## config.mk

```make
export PLATFORM = sky130hd
export DESIGN_NAME = truth_table_sweeper_flat
export DESIGN_NICKNAME = d
export VERILOG_FILES = /design/src/rtl/truth_table_sweeper_if.sv /design/src/rtl/truth_table_sweeper.sv /design/src/flat_wrapper.sv
export SDC_FILE = /design/constraint.sdc
export NUM_CORES = 1
export LEC_CHECK = 0
export CAP_MARGIN = 20
export CORE_UTILIZATION = 31
export DETAILED_ROUTE_END_ITERATION = 6
export GPL_ROUTABILITY_DRIVEN = 0
export PLACE_DENSITY_LB_ADDON = 0.05
export RECOVER_POWER = 25
export SYNTH_ARGS = -nofsm -noshare
export SYNTH_HDL_FRONTEND = slang
export SYNTH_SLANG_ARGS = --single-unit
```

## constraint.sdc

```tcl
create_clock -name clk -period 2.95 [get_ports clk]
set_clock_uncertainty 0.2 [all_clocks]
set_input_delay 0.7375 -clock clk [delete_from_list [all_inputs] [get_ports clk]]
set_output_delay 0.7375 -clock clk [all_outputs]
set_load 0.01 [all_outputs]
```

## src/rtl/truth_table_sweeper_if.sv

```systemverilog
// Control/result bus of truth_table_sweeper: start request, expected table, and sweep results.
// start is a request that is accepted only on a clock edge where the sweeper is idle
// (busy=0 and done=0); while busy or done is high the request is ignored, not queued.
interface truth_table_sweeper_if;
  logic        start;
  logic [15:0] expected;
  logic        busy;
  logic        done;
  logic        pass;
  logic [4:0]  mismatch_count;
  logic [3:0]  first_fail;
  logic [15:0] captured;

  modport master (
    output start, expected,
    input  busy, done, pass, mismatch_count, first_fail, captured
  );

  modport slave (
    input  start, expected,
    output busy, done, pass, mismatch_count, first_fail, captured
  );
endinterface

```

## src/rtl/truth_table_sweeper.sv

```systemverilog
// Sweeps a 4-input boolean block through all 16 vectors and checks each result against a table.
// Optional build macro STOP_ON_FAIL_EN ends the sweep at the first mismatching vector.
module truth_table_sweeper #(
  parameter int unsigned SETTLE = 1
) (
  input  logic                 clk,
  input  logic                 rst_n,
  truth_table_sweeper_if.slave bus,
  input  logic                 s,
  output logic                 x,
  output logic                 y,
  output logic                 w,
  output logic                 z,
  output logic [1:0]           dbg_state
);

  typedef enum logic [1:0] {
    ST_IDLE   = 2'd0,
    ST_SETTLE = 2'd1,
    ST_SAMPLE = 2'd2,
    ST_DONE   = 2'd3
  } state_e;

  localparam logic [3:0] SETTLE_LAST = 4'(SETTLE - 1);

  state_e      state_q, state_d;
  logic [3:0]  idx_q, idx_d;
  logic [3:0]  cnt_q, cnt_d;
  logic [15:0] exp_q, exp_d;
  logic [15:0] cap_q, cap_d;
  logic [4:0]  mis_q, mis_d;
  logic [3:0]  ff_q, ff_d;
  logic        pass_q, pass_d;
  logic        mism;
  logic        last_vec;

  assign mism = s ^ exp_q[idx_q];

  always_comb begin
    state_d  = state_q;
    idx_d    = idx_q;
    cnt_d    = cnt_q;
    exp_d    = exp_q;
    cap_d    = cap_q;
    mis_d    = mis_q;
    ff_d     = ff_q;
    pass_d   = pass_q;
    last_vec = 1'b0;
    case (state_q)
      ST_IDLE: begin
        if (bus.start) begin
          exp_d   = bus.expected;
          cap_d   = 16'h0000;
          mis_d   = 5'd0;
          ff_d    = 4'd0;
          pass_d  = 1'b0;
          idx_d   = 4'd0;
          cnt_d   = 4'd0;
          state_d = ST_SETTLE;
        end
      end
      ST_SETTLE: begin
        if (cnt_q == SETTLE_LAST) begin
          cnt_d   = 4'd0;
          state_d = ST_SAMPLE;
        end else begin
          cnt_d = cnt_q + 4'd1;
        end
      end
      ST_SAMPLE: begin
        cap_d[idx_q] = s;
        if (mism) begin
          mis_d = mis_q + 5'd1;
          if (mis_q == 5'd0) ff_d = idx_q;
        end
        last_vec = (idx_q == 4'd15);
`ifdef STOP_ON_FAIL_EN
        last_vec = last_vec | mism;
`endif
        if (last_vec) begin
          state_d = ST_DONE;
        end else begin
          idx_d   = idx_q + 4'd1;
          state_d = ST_SETTLE;
        end
      end
      ST_DONE: begin
        // pass only becomes visible once the sweep has fully retired
        pass_d  = (mis_q == 5'd0);
        idx_d   = 4'd0;
        state_d = ST_IDLE;
      end
      default: state_d = ST_IDLE;
    endcase
  end

  always_ff @(posedge clk or negedge rst_n) begin
    if (!rst_n) begin
      state_q <= ST_IDLE;
      idx_q   <= 4'd0;
      cnt_q   <= 4'd0;
      exp_q   <= 16'h0000;
      cap_q   <= 16'h0000;
      mis_q   <= 5'd0;
      ff_q    <= 4'd0;
      pass_q  <= 1'b0;
    end else begin
      state_q <= state_d;
      idx_q   <= idx_d;
      cnt_q   <= cnt_d;
      exp_q   <= exp_d;
      cap_q   <= cap_d;
      mis_q   <= mis_d;
      ff_q    <= ff_d;
      pass_q  <= pass_d;
    end
  end

  assign {x, y, w, z}       = idx_q;
  assign bus.busy           = (state_q == ST_SETTLE) || (state_q == ST_SAMPLE);
  assign bus.done           = (state_q == ST_DONE);
  assign bus.pass           = pass_q;
  assign bus.mismatch_count = mis_q;
  assign bus.first_fail     = ff_q;
  assign bus.captured       = cap_q;
  assign dbg_state          = state_q;

endmodule
```

## src/flat_wrapper.sv

```systemverilog
// flat-port wrapper written by rule: the top's interface ports become plain ports
module truth_table_sweeper_flat 
#(
  parameter int unsigned SETTLE = 1
)
  (clk, rst_n, s, x, y, w, z, dbg_state, bus_start, bus_expected, bus_busy, bus_done, bus_pass, bus_mismatch_count, bus_first_fail, bus_captured);
  truth_table_sweeper_if bus_i ();
  input  logic clk;
  input  logic rst_n;
  input  logic s;
  output logic x;
  output logic y;
  output logic w;
  output logic z;
  output logic [1:0] dbg_state;
  input wire logic [$bits(bus_i.start)-1:0] bus_start;
  input wire logic [$bits(bus_i.expected)-1:0] bus_expected;
  output wire logic [$bits(bus_i.busy)-1:0] bus_busy;
  output wire logic [$bits(bus_i.done)-1:0] bus_done;
  output wire logic [$bits(bus_i.pass)-1:0] bus_pass;
  output wire logic [$bits(bus_i.mismatch_count)-1:0] bus_mismatch_count;
  output wire logic [$bits(bus_i.first_fail)-1:0] bus_first_fail;
  output wire logic [$bits(bus_i.captured)-1:0] bus_captured;
  assign bus_i.start = bus_start;
  assign bus_i.expected = bus_expected;
  assign bus_busy = bus_i.busy;
  assign bus_done = bus_i.done;
  assign bus_pass = bus_i.pass;
  assign bus_mismatch_count = bus_i.mismatch_count;
  assign bus_first_fail = bus_i.first_fail;
  assign bus_captured = bus_i.captured;
  truth_table_sweeper #(.SETTLE(SETTLE)) u_core (.clk(clk), .rst_n(rst_n), .bus(bus_i), .s(s), .x(x), .y(y), .w(w), .z(z), .dbg_state(dbg_state));
endmodule
```

* Word level (Yosys, flattened, before mapping)
Cells that the tools add are included.
Storage, ports and cells: bits in registers 52, bits of input ports 20, output and inout bits 34, word-level logic and storage cells 64
Cells by class: $add $sub $neg 3, order comparisons 2, equal/unequal tests 9, multiplexer cells 24, bitwise logic cells 1, reduce and logical (&&, ||, !) cells 17
Operator list (count):
- $pmux W16 S2 | 1
- $mux W4 | 5
- $bwmux W16 | 1
- $mux W16 | 1
- $pmux W4 S2 | 2
- $pmux W4 S3 | 1
- $mux W5 | 2
- $pmux W5 S2 | 1
- $reduce_and A2 Y1 | 5
- $add A4 B1 Y4 const B | 2
- $pmux W2 S4 | 1
- $mux W2 | 3
- $ne A2 B1 Y1 const B | 3
- $reduce_and A3 Y1 | 2
- $reduce_bool A2 Y1 | 3
- $add A5 B1 Y5 const B | 1
- $logic_not A5 Y1 | 1
- $lt A4 B5 Y1 const B | 1
- $bmux W1 S4 | 1
- $demux W1 S4 | 1
- $eq A2 B2 Y1 const B | 2
- $eq A4 B4 Y1 const B | 1
- $ge A4 B1 Y1 const B | 1
- $logic_not A4 Y1 | 1
- 10 further kinds | 13

* Depth between registers and ports, before layout
word-level depth 6, mapped depth 9, gate-level depth less buffers 8

* Worst setup path after synthesis
OpenSTA, ideal clock, no wires.
kind register -> register, start reg u_core.idx_q[0], end reg u_core.mis_q[0], in the netlist u_core.bus.mismatch_count[0], library setup time 0.138 ns, arrival 2.007 ns, data required time 2.612 ns, slack 0.605 ns, cell stages (with the launch flop) 7, path buffers 1, period minus slack after synthesis 2.345 ns, cells stage by stage dfrtp_1 clkbuf_1 mux4_2 mux2i_4 xor2_4 mux2i_1 o22ai_1
On the way: cells in the longest elaborated chain, start to end 5
RTL lines:
- start, declared | RTL line truth_table_sweeper.sv:27 | logic [3:0] idx_q, idx_d;
- start signal, assigned | RTL line truth_table_sweeper.sv:109 | idx_q <= idx_d;
- $bmux W1 S4 | RTL line truth_table_sweeper.sv:37 | assign mism = s ^ exp_q[idx_q];
- $mux W1 (not written as such) | RTL line truth_table_sweeper.sv:37
- $xor A1 B1 Y1 | RTL line truth_table_sweeper.sv:37
- $ne A2 B1 Y1 (no line)
- $reduce_and A3 Y1 (no line)
- end signal, assigned | RTL line truth_table_sweeper.sv:113 | mis_q <= mis_d;
- end, declared | RTL line truth_table_sweeper.sv:31 | logic [4:0] mis_q, mis_d;
No other way between the ends. The select of a mux whose other input is x is not followed. A chain may end at the register's enable or synchronous reset.

* Final worst setup path
start reg u_core.state_q[0], in the netlist u_core.dbg_state[0], end out bus_busy
On the way: cells in the longest elaborated chain, start to end 2, elaborated cells between the ends (all ways) 3, those cells by class eq/ne: 2; reduce/logical: 1
RTL lines:
- start, declared | RTL line truth_table_sweeper.sv:26 | state_e state_q, state_d;
- start signal, assigned | RTL line truth_table_sweeper.sv:108 | state_q <= state_d;
- $eq A2 B1 Y1 or $eq A2 B2 Y1 (tied branches) | RTL line truth_table_sweeper.sv:120 | assign bus.busy = (state_q == ST_SETTLE) || (state_q == ST_SAMPLE);
- $logic_or A1 B1 Y1 * | RTL line truth_table_sweeper.sv:120
- end, declared | RTL line flat_wrapper.sv:18 | output wire logic [$bits(bus_i.busy)-1:0] bus_busy;
Mark *: on every way between the ends. The rest lies on a longest branch, timed or not.

==> out/results.ini <==
[yosys]
async_reset_ff_frac=1.00
synth-main-ff-cell=dfrtp_1
yosys_warnings=0
synthTopCellsByArea=dfrtp_1, o21ai_0, mux2_2
yosysTopAreaCellShare=0.473
netlist_instances=265
synth-seq-cells=52
avgSynthCellArea_um2=10.4
ys_types=42
synth_nets=297
synth_edf_count=0
netlist_area_mm2=0.00275
synth_top_area_cell=dfrtp_1
seq_area_frac_synth=0.473

[sta]
fin_tns_setup_ns=0
post-route-period-util=0.882
grt_setup_unrepaired=no
finalMaxSlewViolations=37
layout_setup_ws_ns=0.347
slew_headroom=-0.337
worst_pin_slew_ns=2.01
fmax_ghz=0.384
finalSetupViolations=0
hold_viol=0
layout_min_cycle_time_ns=2.60

[power_and_ir_drop]
p_per_area_mw_per_mm2=864
ir_drop_mv=0.262
power_leakage_nw=1.47

[final_layout]
drive_gt1_frac=0.127
nets=355
final_area_mm2=0.00354
area_growth_pct=28.9
diodes=0

[setup_path]
startpoint_type=flop
arrival_ns=1.67
required_ns=2.01
cp_max_fo=6
crit_start=u_core.dbg_state[0]
endpoint_kind=output port
worstReg2RegStart=u_core.idx_q[2]
critical_path_class=reg -> out

[routing]
viasPerCell=5.07
ant_nets=0
routed-via-count=2176
first_pass_iters=4
routed_wl_um=6780
route.detailed.drc=0
initialDrtViolationCount=57
drt-wirelength-per-cell_um=15.8

[clock_network]
cts_root_buf=clkbuf_8
cts_setup_buffers=0
h-tree-depth=2
clkTransAtPathRegs_ns=0.09
cts_tree=done
cts_hold_repair.buffers=0
clock_path_buffers=2
numClockSinks=52
cts_resized=0
cts_made_buffers=5
clk_latency_ns=0.30

[floorplan]
die_w_um=96.2
die_area_mm2=0.00925
die_h_um=96.2
ios=54
start_util=0.328
coreArea_mm2=0.00838
rows=33

[global_routing]
top_usage_layer=met2
grt_pass1_vias=2163
grt_use_met1=0.227
grt_use_total=0.162
grt_overflow=0
grt_use_met3=0.0269
grtUsageMet2=0.259
grt_max_degree=37
grt_pass1_wl_um=11300
antenna_found_initial=0

[placed_design]
dpl-instance-area_mm2=0.00344
place_ws_ns=0.332
hpwlAfterDp_um=4820
io_buffers=53

[outcome]
status=finished with violations
failed_checks=max-capacitance violations, max-slew violations

[min_path]
min_path_type=reg -> reg
worstHoldStart=u_core.exp_q[11]

[flow_run]
drv_cap=1

## report_power, final
| group | internal (mW) | total (mW) | switching [mW] |
|---|---|---|---|
| registers | 0.912 | 1.08 | 0.163 |
| logic | 0.715 | 1.50 | 0.787 |
| clock network | 0.252 | 0.483 | 0.231 |
| total | 1.88 | 3.06 | 1.18 |
## flip-flops by register name (all words and copies together) (netlist names)
| register | cells |
|---|---|
| u_core.bus.captured | 16 |
| u_core.bus.first_fail | 4 |
| u_core.bus.mismatch_count | 5 |
| u_core.bus.pass | 1 |
| u_core.cnt_q | 4 |
| u_core.dbg_state | 2 |
| u_core.exp_q | 16 |
| u_core.idx_q | 4 |
## layout make-up
type	instances	area (um^2)
fillers	811	4840
multi-input cells	188	1350
flip-flops and latches	52	1300
repair buffers	65	614
well taps	105	131
clock buffers	6	72.6
inverters	11	41.3
clock inverters	2	35.0
## kinds of logic (layout without fill, tap and decap cells)
family,count (synthesis),count (layout),share of synthesized area
XOR/XNOR,2,2,0.0132
adder cells (fa/ha/maj),12,12,0.0546
AND/OR/NAND/NOR,60,60,0.106
flip-flops,52,52,0.473
AO/OA/AOI/OAI,83,83,0.183
buffers and inverters,25,84,0.0369
multiplexers,31,31,0.134
## cell usage after synthesis (2+ instances only)
library cell	n
o21ai_0	36
o21a_1	2
clkbuf_1	12
mux4_2	2
and3_1	2
mux2_2	16
mux2i_1	12
and2_1	2
o22ai_1	2
a41o_1	3
a31oi_1	3
nor3_1	2
nor2b_1	3
nand3_1	8
a32o_1	2
nand2_1	22
nand2b_1	4
inv_1	10
nor2_1	10
a22o_1	8
dfrtp_1	52
ha_1	12
a21oi_1	21
## layer usage
layer,vias to the layer above,share of wire
li1,1068,-
met1,1066,0.50
met2,38,0.47
met3,4,0.029
met4,0,0.0080
met5,-,0
## cells in the final DEF, fill, tap and decap left out, types with 2 or more instances in the layout
| cell type | instances |
|---|---|
| a21oi_1 | 21 |
| a22o_1 | 8 |
| a31oi_1 | 3 |
| a32o_1 | 2 |
| a41o_1 | 3 |
| and2_1 | 2 |
| and3_1 | 2 |
| buf_4 | 12 |
| clkbuf_1 | 2 |
| clkbuf_8 | 5 |
| clkdlybuf4s50_1 | 52 |
| dfrtp_1 | 52 |
| ha_1 | 12 |
| inv_1 | 10 |
| mux2_2 | 16 |
| mux2i_1 | 12 |
| mux4_2 | 2 |
| nand2_1 | 22 |
| nand2b_1 | 4 |
| nand3_1 | 8 |
| nor2_1 | 10 |
| nor2b_1 | 3 |
| nor3_1 | 2 |
| o21a_1 | 2 |
| o21ai_0 | 36 |
| o22ai_1 | 2 |
## critical path, cell delays in order (launching register included)
cell and delay, ns:
dfrtp_1 0.46, inv_1 0.09, ha_1 0.29, clkdlybuf4s50_1 0.53
## final timing paths
path	depth (start not counted)	end	slack [ns]
setup / recovery	3	bus_busy	0.35
hold / removal	1	u_core.exp_q[11]	0.31
setup reg to reg	6	u_core.bus.mismatch_count[0]	0.44
hold reg to reg	1	u_core.exp_q[11]	0.31
max in group asynchronous	1	u_core.idx_q[2]	0.61
min in group asynchronous	1	u_core.cnt_q[2]	0.80
## per-stage QoR
stage | power [mW] | hold WS (ns) | utilization | cells
final | 3.06 | 0.313 | 0.423 | 429
after global routing | 3.31 | 0.331 | 0.423 | 429
after CTS | 3.10 | 0.317 | 0.423 | 429
after detailed placement | 2.61 | 0.295 | 0.410 | 421
after global placement | 2.60 | 0.288 | 0.410 | 421
after floorplan | 2.03 | 0.242 | - | 265
No activity file was read; power rests on OpenSTA's default activity.
